$ cat config.mk
export PLATFORM = sky130hd
export DESIGN_NAME = aes_key_sched_seq
export DESIGN_NICKNAME = d
export VERILOG_FILES = /design/src/rtl/aes_ks_pkg.sv /design/src/rtl/aes_ks_step.sv /design/src/rtl/aes_key_sched_seq.sv
export SDC_FILE = /design/constraint.sdc
export NUM_CORES = 1
export LEC_CHECK = 0
export BUFFER_PORTS_ARGS = -buffer_cell sky130_fd_sc_hd__buf_2
export CAP_MARGIN = 5
export CORE_MARGIN = 4
export CORE_UTILIZATION = 25
export CTS_BUF_LIST = sky130_fd_sc_hd__clkbuf_8
export DETAILED_ROUTE_END_ITERATION = 8
export PLACE_DENSITY = 0.56
export SYNTH_ARGS = -nofsm -noshare
export SYNTH_HDL_FRONTEND = slang
export SYNTH_HIERARCHICAL = 1
export SYNTH_SLANG_ARGS = --single-unit
$ cat constraint.sdc
create_clock -name clk -period 2.1 [get_ports clk]
set_input_delay 0.63 -clock clk [delete_from_list [all_inputs] [get_ports clk]]
set_output_delay 0.63 -clock clk [all_outputs]
set_load 0.1 [all_outputs]
$ cat src/rtl/aes_ks_pkg.sv
// aes_ks_pkg: constants, FSM encoding and small byte/word helpers shared by
// the AES-128 key-schedule engine (aes_key_sched_seq) and its step logic.
// The optional reverse schedule is selected by the AES_KS_REV_EN macro.
package aes_ks_pkg;

  localparam int NK = 4;   // words per AES-128 key
  localparam int NR = 10;  // rounds; round keys 0..NR

  // Round constants, first byte only; entry i is used to derive key i+1.
  localparam logic [7:0] RCON [0:NR-1] = '{
    8'h01, 8'h02, 8'h04, 8'h08, 8'h10,
    8'h20, 8'h40, 8'h80, 8'h1b, 8'h36
  };

  typedef enum logic [1:0] {
    IDLE    = 2'd0,
    PRESENT = 2'd1,
    SUB     = 2'd2
  } ks_state_e;

  // Key words, element [0] is w0 (the most significant word of the key).
  typedef logic [NK-1:0][31:0] ks_words_t;

  // Cyclic left rotate of a word by one byte.
  function automatic logic [31:0] rot_word(input logic [31:0] w);
    return {w[23:0], w[31:24]};
  endfunction

  // Multiply by x in GF(2^8) with the AES polynomial.
  function automatic logic [7:0] xtime(input logic [7:0] b);
    return {b[6:0], 1'b0} ^ (b[7] ? 8'h1b : 8'h00);
  endfunction

endpackage

$ cat src/rtl/aes_ks_step.sv
// aes_ks_step: combinational one-round key-schedule step. Produces the word
// to send to the S-box bank and, given the bank's result, the next four
// key words. Forward always; reverse only when AES_KS_REV_EN is defined.
module aes_ks_step
  import aes_ks_pkg::*;
(
`ifdef AES_KS_REV_EN
  input  logic        i_dec,
`endif
  input  ks_words_t   i_w,
  input  logic [7:0]  i_rcon,
  input  logic [31:0] i_sub,
  output logic [31:0] o_req,
  output ks_words_t   o_w
);

  logic [31:0] w_rc;
  logic [31:0] w_f0, w_f1, w_f2, w_f3;

  assign w_rc = {i_rcon, 24'h0};

  // Forward: each word folds in the freshly computed word before it.
  always_comb begin
    w_f0 = i_w[0] ^ i_sub ^ w_rc;
    w_f1 = i_w[1] ^ w_f0;
    w_f2 = i_w[2] ^ w_f1;
    w_f3 = i_w[3] ^ w_f2;
  end

`ifdef AES_KS_REV_EN
  logic [31:0] w_r0, w_r1, w_r2, w_r3;

  // Reverse: undo the xor chain first; the S-box input is then the previous
  // round's w3, so the request depends on these words, not on i_sub.
  always_comb begin
    w_r3 = i_w[3] ^ i_w[2];
    w_r2 = i_w[2] ^ i_w[1];
    w_r1 = i_w[1] ^ i_w[0];
    w_r0 = i_w[0] ^ i_sub ^ w_rc;
  end

  assign o_req = i_dec ? rot_word(w_r3) : rot_word(i_w[3]);
  assign o_w   = i_dec ? {w_r3, w_r2, w_r1, w_r0} : {w_f3, w_f2, w_f1, w_f0};
`else
  assign o_req = rot_word(i_w[3]);
  assign o_w   = {w_f3, w_f2, w_f1, w_f0};
`endif

endmodule

$ cat src/rtl/aes_key_sched_seq.sv
// aes_key_sched_seq: sequential AES-128 key schedule. Presents round keys
// one per valid/ready handshake and borrows the shared S-box bank for one
// cycle between keys; the bank request word idles at zero otherwise.
// AES_KS_REV_EN adds dec_i and the round 10 -> 0 (reverse) schedule.
module aes_key_sched_seq
  import aes_ks_pkg::*;
(
  input  logic         clk,
  input  logic         rst,
  input  logic         start_i,
  input  logic [127:0] key_i,
`ifdef AES_KS_REV_EN
  input  logic         dec_i,
`endif
  output logic [127:0] rk_o,
  output logic [3:0]   rk_idx_o,
  output logic         rk_valid_o,
  input  logic         rk_ready_i,
  output logic         busy_o,
  output logic         done_o,
  output logic [31:0]  sbb_o,
  output logic         sb_dec_o,
  input  logic [31:0]  sbb_i
);

  ks_state_e   r_state, w_next_state;
  ks_words_t   r_w, w_step_w;
  logic [3:0]  r_idx, w_idx_next, w_idx_init;
  logic [7:0]  r_rcon, w_rcon_next, w_rcon_init;
  logic [31:0] r_sbb, w_req;
  logic        r_done;
  logic        w_final, w_load, w_issue, w_finish, w_update;

  // Direction-dependent bookkeeping: index walk, rcon walk, last round.
`ifdef AES_KS_REV_EN
  logic r_dec;

  // Direction is latched once per schedule and held until the next start.
  always_ff @(posedge clk) begin
    if (rst)         r_dec <= 1'b0;
    else if (w_load) r_dec <= dec_i;
  end

  assign w_idx_init  = dec_i ? 4'(NR) : 4'd0;
  assign w_rcon_init = dec_i ? RCON[NR-1] : RCON[0];
  assign w_idx_next  = r_dec ? r_idx - 4'd1 : r_idx + 4'd1;
  // Going down, key i-1 is built with RCON[i-1]; after stepping to index n
  // the next step needs RCON[n-1] = RCON[r_idx-2]. Past round 1 it is unused.
  assign w_rcon_next = r_dec ? ((r_idx >= 4'd2) ? RCON[r_idx - 4'd2] : 8'h00)
                             : xtime(r_rcon);
  assign w_final     = r_dec ? (r_idx == 4'd0) : (r_idx == 4'(NR));
`else
  assign w_idx_init  = 4'd0;
  assign w_rcon_init = RCON[0];
  assign w_idx_next  = r_idx + 4'd1;
  assign w_rcon_next = xtime(r_rcon);
  assign w_final     = (r_idx == 4'(NR));
`endif

  aes_ks_step u_step (
`ifdef AES_KS_REV_EN
    .i_dec  (r_dec),
`endif
    .i_w    (r_w),
    .i_rcon (r_rcon),
    .i_sub  (sbb_i),
    .o_req  (w_req),
    .o_w    (w_step_w)
  );

  // State register.
  always_ff @(posedge clk) begin
    if (rst) r_state <= IDLE;
    else     r_state <= w_next_state;
  end

  // Next-state: present a key, borrow the S-box for one cycle, repeat.
  always_comb begin
    w_next_state = r_state;
    unique case (r_state)
      IDLE:    if (start_i)    w_next_state = PRESENT;
      PRESENT: if (rk_ready_i) w_next_state = w_final ? IDLE : SUB;
      SUB:                     w_next_state = PRESENT;
      default:                 w_next_state = IDLE;
    endcase
  end

  // State-decoded outputs and datapath strobes.
  always_comb begin
    rk_valid_o = 1'b0;
    busy_o     = 1'b1;
    w_load     = 1'b0;
    w_issue    = 1'b0;
    w_finish   = 1'b0;
    w_update   = 1'b0;
    unique case (r_state)
      IDLE: begin
        busy_o = 1'b0;
        w_load = start_i;
      end
      PRESENT: begin
        rk_valid_o = 1'b1;
        w_issue    = rk_ready_i & ~w_final;
        w_finish   = rk_ready_i &  w_final;
      end
      SUB:     w_update = 1'b1;
      default: busy_o   = 1'b0;
    endcase
  end

  // Key words, round index and round constant.
  always_ff @(posedge clk) begin
    if (rst) begin
      r_w    <= '0;
      r_idx  <= 4'd0;
      r_rcon <= 8'h00;
    end else if (w_load) begin
      r_w[0] <= key_i[127:96];
      r_w[1] <= key_i[95:64];
      r_w[2] <= key_i[63:32];
      r_w[3] <= key_i[31:0];
      r_idx  <= w_idx_init;
      r_rcon <= w_rcon_init;
    end else if (w_update) begin
      r_w    <= w_step_w;
      r_idx  <= w_idx_next;
      r_rcon <= w_rcon_next;
    end
  end

  // S-box request is live only for the SUB cycle; zero otherwise so the bank
  // sees no toggling between lookups. done is a single-cycle pulse.
  always_ff @(posedge clk) begin
    if (rst) begin
      r_sbb  <= 32'h0;
      r_done <= 1'b0;
    end else begin
      r_sbb  <= w_issue ? w_req : 32'h0;
      r_done <= w_finish;
    end
  end

  assign rk_o     = {r_w[0], r_w[1], r_w[2], r_w[3]};
  assign rk_idx_o = r_idx;
  assign done_o   = r_done;
  assign sbb_o    = r_sbb;
  assign sb_dec_o = 1'b0;

endmodule

==> summary.md, run 1 <==
| Metric | Value |
|---|---|
| Post-DRT Antenna Nets | 0 |
| Critical R2R Capture | rk_o[50] |
| Remaining global-route overflow | 0 |
| Final nets | 1,385 |
| Post-synth EDFFs | 0 |
| Gate Count Post-Synth | 917 |
| DPL Wire Length | 19.34 mm |
| Status | completed |
| Area contributors post-synth | dfxtp_1 39%, mux2i_1 15%, a211oi_1 11%, xor2_1 8.8%, xnor2_1 8.6% |
| Hold Vio Cnt, Final | 0 |
| Hold Path Origin | key_i[114] |
| Via density | 4.394 |
| Global-route wire length before repair | 40.19 mm |
| Initial drt markers | 206 |
| Initial Util | 0.2523 |
| CP Class | reg -> out |
| Setup violators final | 0 |
| Die Height | 197.2 µm |
| Die area | 38,910 µm² |
| CP required | 1.47 ns |
| Leak | 4.894 nW |
| Post-synthesis mux area share | 0.1487 |
| Clock slew at the register clock pins of the worst setup and hold paths | 0.11 ns |
| Adder-cell area share of the yosys netlist | 0.008385 |
| Clock Tree Root | clkbuf_8 |
| Via count | 7,421 |
| Post-synthesis sequential area ratio | 0.3913 |
| Asr flop ratio synth | 0 |
| Top delay family on crit path | buffers and inverters |
| Final wirelength | 26.03 mm |
| Slew headroom | 0.6309 |
| Core footprint | 35,480 µm² |
| Synthesized cell area | 8954 µm² |
| Antenna diodes | 0 |
| Largest area contributor in the netlist | dfxtp_1 |
| Power per cell area | 1104 nW/µm² |
| Hold WC Path Type | in -> reg |
| Drc violations | 0 |
| First-pass iteration count of the detailed router | 4 |
| Critical path endpoint category | output port |
| Max Cap Viol | 0 |
| GR Util All Layers | 0.1301 |
| Reg2Reg Launch Point | r_state[0] |
| Slowest stage cell, crit path | buf_2 |
| CP Launch Type | register |
| CTS Hold Bufs | 0 |
| WL/cell | 15.41 µm |
| Synthesis-to-layout area growth | 29.72% |
| Vias in the first global route | 7,378 |
| Number of H-tree levels | 4 |
| Fmax | 0.4992 GHz |
| Die width | 197.2 µm |
| Mapped Avg Cell Area | 9.764 µm² |
| Synth top area share | 0.3913 |
| Reg-to-reg slack, setup | 0.39 ns |
| Synth warn | 6 |
| Primary FF master, synth | dfxtp_1 |
| Synth Area in Compound Gates | 0.1135 |
| Max rail drop VDD | 0.5452 mV |
| Commonest cells after routing, fill and taps aside | 301 x buf_2, 172 x dfxtp_1, 140 x nor2_1, 133 x mux2i_1, 132 x a211oi_1 |
| # fillers | 3,694 |
| Period utilization | 0.9539 |
| WHS | 0.4073 ns |
| Endpoint, Worst Hold | rk_o[114] |
| Post-synthesis register bit count | 175 |
| CTS tree | done |
| Clock Skews | 0.01794 ns |
| CP max stage delay | 0.47 ns |
| Synth Area in Simple Gates | 0.08999 |
| Port bufs | 330 |
| Distinct cell type count after synthesis | 30 |
| RSZ-0062 raised after global routing | no |
| Pin count of the biggest net entering global routing | 62 |
| CTS sink count | 175 |
| Clk buf depth | 2 |
| Min Clock Period, post-route | 2.003 ns |
| Hold Crit Depth | 3 |
| Critical path peak fanout | 4 |
| Setup TNS | 0 ns |
| Synthesized Nets | 1,087 |
| Worst Tran Pin Value | 0.5574 ns |
| Worst-path cell chain | buf_2 |
| Share of layout cells above drive strength 1 | 0.3412 |
| Placer Congestion | 0.7891 |
| CTS buffer count | 17 |
| WP buf/inv | 1 |
| Skew-Pair Late Insertion Delay | 0.49 ns |
| Synth Area in XOR/XNOR | 0.1786 |
| Slew Viols, Final | 0 |
| Main combinational cell family by area after synthesis | XOR/XNOR gates |
| Critical path data arrival time | 1.37 ns |
| I/O pin total | 332 |
| Commonest non-fill, non-tap cell in the layout | buf_2 |
| Antenna violations before repair | 0 |
| Worst R2R Path Depth | 7 |
| FP Rows | 69 |
[registers in the layout (all words and copies together), names as in the netlist]
name and count:
done_o 1, r_rcon 8, r_state 2, rk_idx_o 4, rk_o 128, sbb_o 32
[kinds of logic (layout without fill, tap and decap cells)]
| group | after synthesis | in the layout |
|---|---|---|
| other | 1 | 1 |
| AOI/OAI and AO/OA | 137 | 137 |
| xor gates and xnor gates | 180 | 180 |
| buffers and inverters | 101 | 412 |
| and+or+nand+nor | 184 | 184 |
| adders and majority gates | 6 | 6 |
| muxes | 133 | 133 |
| DFF | 175 | 175 |
[final cells by class]
class                      instances  area [µm²]  share of cell area
timing repair buffer             376        2195              0.1889
inverter                           4       15.01            0.001293
tap                              461       576.8             0.04966
clock inverter                    15       203.9             0.01756
multi-input combinational        641        4878              0.4200
clock buffer                      17       234.0             0.02014
sequential                       175        3512              0.3024
[worst max-delay path by stage]
stage	from	to	cells past startpoint
global placement	sbb_i[30]	rk_o[30]	6
detailed placement	sbb_i[30]	rk_o[30]	6
floorplan	rk_o[120]	rk_o[56]	5
CTS	rk_o[36]	rk_o[36]	1
global route	rk_o[23]	rk_o[23]	1
finish	rk_o[23]	rk_o[23]	1
[synth_stat cells (all sizes together), types with 2 or more instances]
library cell,number
ha,6
inv,4
mux2i,133
o21ai,2
a21oi,3
a211oi,132
nand2,3
nor2,140
xor2,90
and2,32
buf,70
xnor2,89
nor2b,2
clkbuf,27
dfxtp,175
[power by group]
part           leakage (nW)  internal [W]  switching, W
Combinational          3.23       0.00165       0.00432
Sequential             1.44       0.00371      0.000415
Clock                 0.221       0.00131       0.00141
Total                  4.89       0.00668       0.00615
[stage by stage]
| step | setup slack (ns) | total power, W | instances | area (µm²) | utilization |
|---|---|---|---|---|---|
| 2_1_floorplan | 0.007649 | 0.009099 | 917 | 8955 | - |
| 3_3_place_gp | 0.1446 | 0.01008 | 1655 | 11060 | 0.3117 |
| 3_5_place_dp | 0.1790 | 0.01012 | 1655 | 11060 | 0.3117 |
| 4_1_cts | 0.001726 | 0.01299 | 1689 | 11560 | 0.3259 |
| 5_1_grt | 0.001979 | 0.01349 | 1689 | 11610 | 0.3273 |
| 6_report | 0.09674 | 0.01282 | 1689 | 11610 | 0.3273 |
[layer usage]
| layer | up-vias | wire length, µm | global-route usage |
|---|---|---|---|
| met3 | 18 | 1708 | 0.04128 |
| li1 | 3722 | - | - |
| met2 | 202 | 12450 | 0.2122 |
| met1 | 3479 | 11540 | 0.1656 |
| met5 | - | 0 | 0 |
| met4 | 0 | 335 | 0.03801 |
[timing repair]
item,in CTS,in global routing
setup endpoints to repair,9,21
buffers inserted,2,0
resized for setup,17,21
pin swaps,1,0
(Power assumes the default switching activity.)
==> run 2: changes to the inputs <==
--- a/config.mk
+++ b/config.mk
@@ -12,6 +12,7 @@
 export CTS_BUF_LIST = sky130_fd_sc_hd__clkbuf_8
 export DETAILED_ROUTE_END_ITERATION = 8
 export PLACE_DENSITY = 0.56
+export SETUP_SLACK_MARGIN = 0.5
 export SYNTH_ARGS = -nofsm -noshare
 export SYNTH_HDL_FRONTEND = slang
 export SYNTH_HIERARCHICAL = 1
==> run 2 against run 1 <==
- non-clock buffer count grew 164
- power grew 23%
- die area is the same
- routed wire length grew 33%
- maximum frequency grew 2.4%
- worst hold slack lost 0.0029 ns
- global-route usage grew 1.9 points
- combinational power grew 45%
- register-to-register slack is essentially flat
- clock skew is essentially flat
- critical path depth grew 2
- critical endpoint is now busy_o
- largest cell class is now buffers
==> summary.md, run 2 (same netlist as run 1, synthesis figures left out) <==
| Metric | Value |
|---|---|
| Status | completed |
| WP buf/inv | 2 |
| Hold WC Path Type | in -> reg |
| Synthesis-to-layout area growth | 91.50% |
| Largest register FFs | 128 |
| Number of H-tree levels | 4 |
| Placer Congestion | 0.7657 |
| CTS sink count | 175 |
| Antenna violations before repair | 2 |
| Top delay family on crit path | flip-flops |
| DPL Wire Length | 19.28 mm |
| Via count | 8,341 |
| Final wirelength | 34.63 mm |
| Fmax | 0.5114 GHz |
| CTS Hold Bufs | 0 |
| CP max stage delay | 0.38 ns |
| Setup violators final | 0 |
| WL/cell | 18.67 µm |
| Critical Path Start | r_state[1] |
| I/O pin total | 332 |
| Crit path depth | 3 |
| Period utilization | 0.9311 |
| Commonest cells after routing, fill and taps aside | 177 x buf_12, 165 x buf_4, 162 x buf_2, 140 x nor2_1, 132 x dfxtp_4 |
| Die width | 197.2 µm |
| RSZ-0062 raised after global routing | yes |
| Core footprint | 35,480 µm² |
| Min Clock Period, post-route | 1.955 ns |
| CTS buffer count | 17 |
| Share of layout cells above drive strength 1 | 0.6231 |
| Clk buf depth | 2 |
| Pin count of the biggest net entering global routing | 71 |
| Reg2Reg Launch Point | r_state[1] |
| Clock Skews | 0.01788 ns |
| Port bufs | 330 |
| CP Launch Type | register |
| Slew Viols, Final | 0 |
| Critical path data arrival time | 1.33 ns |
| Post-DRT Antenna Nets | 0 |
| Final nets | 1,550 |
| Commonest non-fill, non-tap cell in the layout | buf_12 |
| Die Height | 197.2 µm |
| Clock Tree Root | clkbuf_8 |
| Worst setup path endpoint | busy_o |
| CP required | 1.47 ns |
| Via density | 4.496 |
| Final Power | 0.01572 W |
| CP Class | reg -> out |
| CTS tree | done |
| Setup TNS | 0 ns |
| Remaining global-route overflow | 0 |
| Leak | 6.839 nW |
| First-pass iteration count of the detailed router | 4 |
| GR Util All Layers | 0.1493 |
| FP Rows | 69 |
| Drc violations | 0 |
| Initial Util | 0.2523 |
| Critical R2R Capture | rk_o[44] |
| Clock slew at the register clock pins of the worst setup and hold paths | 0.11 ns |
| Reg-to-reg slack, setup | 0.39 ns |
| Critical path endpoint category | output port |
| Skew-Pair Late Insertion Delay | 0.49 ns |
| Power per cell area | 916.6 nW/µm² |
| Die area | 38,910 µm² |
| Max Cap Viol | 0 |
| Worst R2R Path Depth | 7 |
| Slowest stage cell, crit path | dfxtp_4 |
| Global-route wire length before repair | 46.62 mm |
| Hold Vio Cnt, Final | 0 |
| Initial drt markers | 253 |
| Max rail drop VDD | 0.5316 mV |
| Vias in the first global route | 8,522 |
| Critical path peak fanout | 2 |
| Worst-path cell chain | inv_4 -> ha_4 -> buf_12 |
run 2: changes by cell type in the layout (fill, tap and decap cells not counted), sizes merged:
cell / before / now
buf: 357 / 526
clkbuf: 36 / 31
clkinv: 2 / 1
clkinvlp: 2 / 3
diode: 0 / 1
nand2: 3 / 4
run 2: cell type report:
cell class / count / area [µm²]
tap: 461 / 576.8
inverter: 4 / 22.52
timing repair buffer: 540 / 6300
fill: 3063 / 18340
clock buffer: 17 / 234.0
clock inverter: 15 / 206.4
multi-input combinational: 642 / 5759
antenna: 1 / 2.502
sequential: 175 / 4045
run 2: how the worst min path moves through the flow:
stage | from | end | slack [ns] | depth (start not counted)
6_report | key_i[77] | rk_o[77] | 0.40 | 3
5_1_grt | key_i[77] | rk_o[77] | 0.36 | 3
4_1_cts | key_i[43] | rk_o[43] | 0.34 | 3
3_5_place_dp | rk_o[31] | sbb_o[7] | 0.48 | 1
3_3_place_gp | rk_o[31] | sbb_o[7] | 0.48 | 1
2_1_floorplan | r_state[1] | r_state[1] | 0.48 | 2
run 2: routing by layer:
layer	part of all wire	wire, µm	GRT usage
met1	0.42	14590	0.1861
met2	0.51	17690	0.2516
met3	0.046	1609	0.03769
met4	0.021	731	0.05136
met5	0	0	0
run 2: worst register-to-register path, cell delays in order (launching register included):
cell and delay [ns]:
dfxtp_4 0.37, buf_4 0.15, ha_4 0.22, buf_12 0.14, clkbuf_16 0.15, clkbuf_16 0.17
mux2i_1 0.13, a211oi_1 0.29
run 2: report_power, final:
group          internal, W  switching, W  leakage (nW)
Sequential         0.00381      0.000465          1.54
Clock              0.00132       0.00143         0.217
Combinational      0.00363       0.00507          5.08
Total              0.00876       0.00696          6.84
run 2: through the flow:
| stage | cells | cell area, µm² | worst slack [ns] | utilization | hold WS, ns |
|---|---|---|---|---|---|
| 3_5_place_dp | 1642 | 11500 | 0.2243 | 0.3242 | 0.4820 |
| 2_1_floorplan | 917 | 9508 | 0.4345 | - | 0.4825 |
| 4_1_cts | 1794 | 15650 | 0.07368 | 0.4410 | 0.3444 |
| 5_1_grt | 1855 | 17150 | 0.06667 | 0.4832 | 0.3564 |
| 3_3_place_gp | 1642 | 11500 | 0.2776 | 0.3242 | 0.4756 |
| 6_report | 1855 | 17150 | 0.1446 | 0.4832 | 0.4044 |
run 2: repair_timing:
action                     4_1_cts  5_1_grt
setup buffers                  118       43
cloned                           2       17
gates resized for setup        801      144
pin swaps                        1       79
setup endpoints to repair      299      292
==> run 3: changes to the inputs <==
--- a/config.mk
+++ b/config.mk
@@ -5,14 +5,14 @@
 export SDC_FILE = /design/constraint.sdc
 export NUM_CORES = 1
 export LEC_CHECK = 0
+export ABC_CLOCK_PERIOD_IN_PS = 2100
 export BUFFER_PORTS_ARGS = -buffer_cell sky130_fd_sc_hd__buf_2
 export CAP_MARGIN = 5
 export CORE_MARGIN = 4
-export CORE_UTILIZATION = 25
+export CORE_UTILIZATION = 51
 export CTS_BUF_LIST = sky130_fd_sc_hd__clkbuf_8
 export DETAILED_ROUTE_END_ITERATION = 8
-export PLACE_DENSITY = 0.56
-export SETUP_SLACK_MARGIN = 0.5
+export PLACE_DENSITY = 0.92
 export SYNTH_ARGS = -nofsm -noshare
 export SYNTH_HDL_FRONTEND = slang
 export SYNTH_HIERARCHICAL = 1
==> run 3 against run 2 <==
- worst setup slack worse by 0.062 ns
- maximum frequency is 3.1% lower
- global-route usage is 8.4 points higher
- utilization is 16 points higher
- worst hold slack better by 0.039 ns
- die area is 49% lower
- flip-flop and latch count stayed put
- critical path depth is 2 lower
- cell count is 23% lower
- clock power is 8.4% lower
- via count is 9.0% lower
- critical path type unchanged
- critical endpoint is now rk_o[68]
==> summary.md, run 3 (same netlist as run 1, synthesis figures left out) <==
| Metric | Value |
|---|---|
| Status | completed |
| Number of H-tree levels | 4 |
| Placed cells | 1,400 |
| Final nets | 1,364 |
| Placer Congestion | 0.9219 |
| Synthesis-to-layout area growth | 23.69% |
| Clk buf depth | 2 |
| Leak | 4.778 nW |
| Setup TNS | 0 ns |
| Setup violators final | 0 |
| Post-DRT Antenna Nets | 0 |
| Vias in the first global route | 7,534 |
| Pre-CTS setup slack | 0.1394 ns |
| Clock Tree Root | clkbuf_8 |
| CP Class | reg -> out |
| Final wirelength | 23.91 mm |
| First-pass iteration count of the detailed router | 4 |
| Global-route wire length before repair | 37.67 mm |
| Pin count of the biggest net entering global routing | 74 |
| Worst-path cell chain | buf_2 |
| Min Clock Period, post-route | 2.017 ns |
| WP buf/inv | 1 |
| Skew-Pair Late Insertion Delay | 0.46 ns |
| CTS sink count | 175 |
| Clock Skews | 0.01863 ns |
| Antenna diodes | 0 |
| Power per cell area | 1135 nW/µm² |
| Drc violations | 0 |
| Post-route setup slack | 0.08273 ns |
| Port bufs | 330 |
| CP Launch Type | register |
| Slowest stage cell, crit path | buf_2 |
| Critical path peak fanout | 4 |
| Top delay family on crit path | buffers and inverters |
| FP Rows | 48 |
| I/O pin total | 332 |
| Fmax | 0.4957 GHz |
| Slew Viols, Final | 0 |
| Post-CTS Setup Bufs | 0 |
| CTS Hold Bufs | 0 |
| Largest register FFs | 128 |
| Initial drt markers | 272 |
| Slew headroom | 0.6548 |
| DPL Wire Length | 17.52 mm |
| Remaining global-route overflow | 0 |
| Die area | 19,740 µm² |
| Clock slew at the register clock pins of the worst setup and hold paths | 0.10 ns |
| Final instance count without filler cells | 1,432 |
| GR Util All Layers | 0.2335 |
| Hold Vio Cnt, Final | 0 |
| Utilization after layout | 0.6425 |
| CP required | 1.47 ns |
| Die width | 140.5 µm |
| Antenna violations before repair | 1 |
| Die Height | 140.5 µm |
| Max Cap Viol | 0 |
| Via density | 5.300 |
| Critical path data arrival time | 1.39 ns |
| Via count | 7,590 |
| Core footprint | 17,240 µm² |
| Max rail drop VDD | 0.6765 mV |
| Worst Tran Pin Value | 0.5214 ns |
| Period utilization | 0.9606 |
| Commonest cells after routing, fill and taps aside | 327 x buf_2, 172 x dfxtp_1, 140 x nor2_1, 133 x mux2i_1, 132 x a211oi_1 |
| Hold WC Path Type | in -> reg |
| Commonest non-fill, non-tap cell in the layout | buf_2 |
| WL/cell | 16.70 µm |
| CTS tree | done |
| CTS buffer count | 17 |
| PostCTS Resize Cnt | 5 |
| Critical path endpoint category | output port |
| Share of layout cells above drive strength 1 | 0.3281 |
| Initial Util | 0.5195 |
| RSZ-0062 raised after global routing | no |
| CP max stage delay | 0.47 ns |
| Final Power | 0.01257 W |
run 3: cell type report:
cell class                      count  area [µm²]
Fill cell                        1355        6162
Clock buffer                       17       234.0
Clock inverter                     15       183.9
Sequential cell                   175        3510
Tap cell                          225       281.5
Multi-Input combinational cell    641        4878
Timing Repair Buffer              355        1972
Inverter                            4       15.01
run 3: worst min-delay path, delay by kind of cell:
kind | cells | cell delay, ns
and+or+nand+nor | 1 | 0.09
AOI/OAI and AO/OA | 1 | 0.05
buffers and inverters | 1 | 0.10
run 3: power breakdown:
part	switching, W	internal, W
logic	0.00435	0.00157
registers	0.000419	0.00371
clock network	0.00132	0.00120
run 3: worst paths after layout:
path         slack, ns        from         to  depth (start not counted)
min reg2reg       0.51     rk_o[0]   sbb_o[8]                          1
max reg2reg       0.35  r_state[0]  rk_o[106]                          5
min               0.44   key_i[17]   rk_o[17]                          3
max               0.08    rk_o[68]   rk_o[68]                          1
run 3: routing by layer:
layer,vias to the layer above,GRT usage,wire length (µm)
met5,-,0,7
met3,60,0.06214,1842
met4,2,0.09842,682
li1,3667,-,-
met2,294,0.4050,11870
met1,3567,0.2717,9510
run 3: stage by stage:
step	cell area, µm²	hold WS, ns
final	11070	0.4435
after global routing	11070	0.4056
after CTS	11060	0.4055
after detailed placement	10620	0.5017
after global placement	10620	0.4998
after floorplan	8955	0.4825
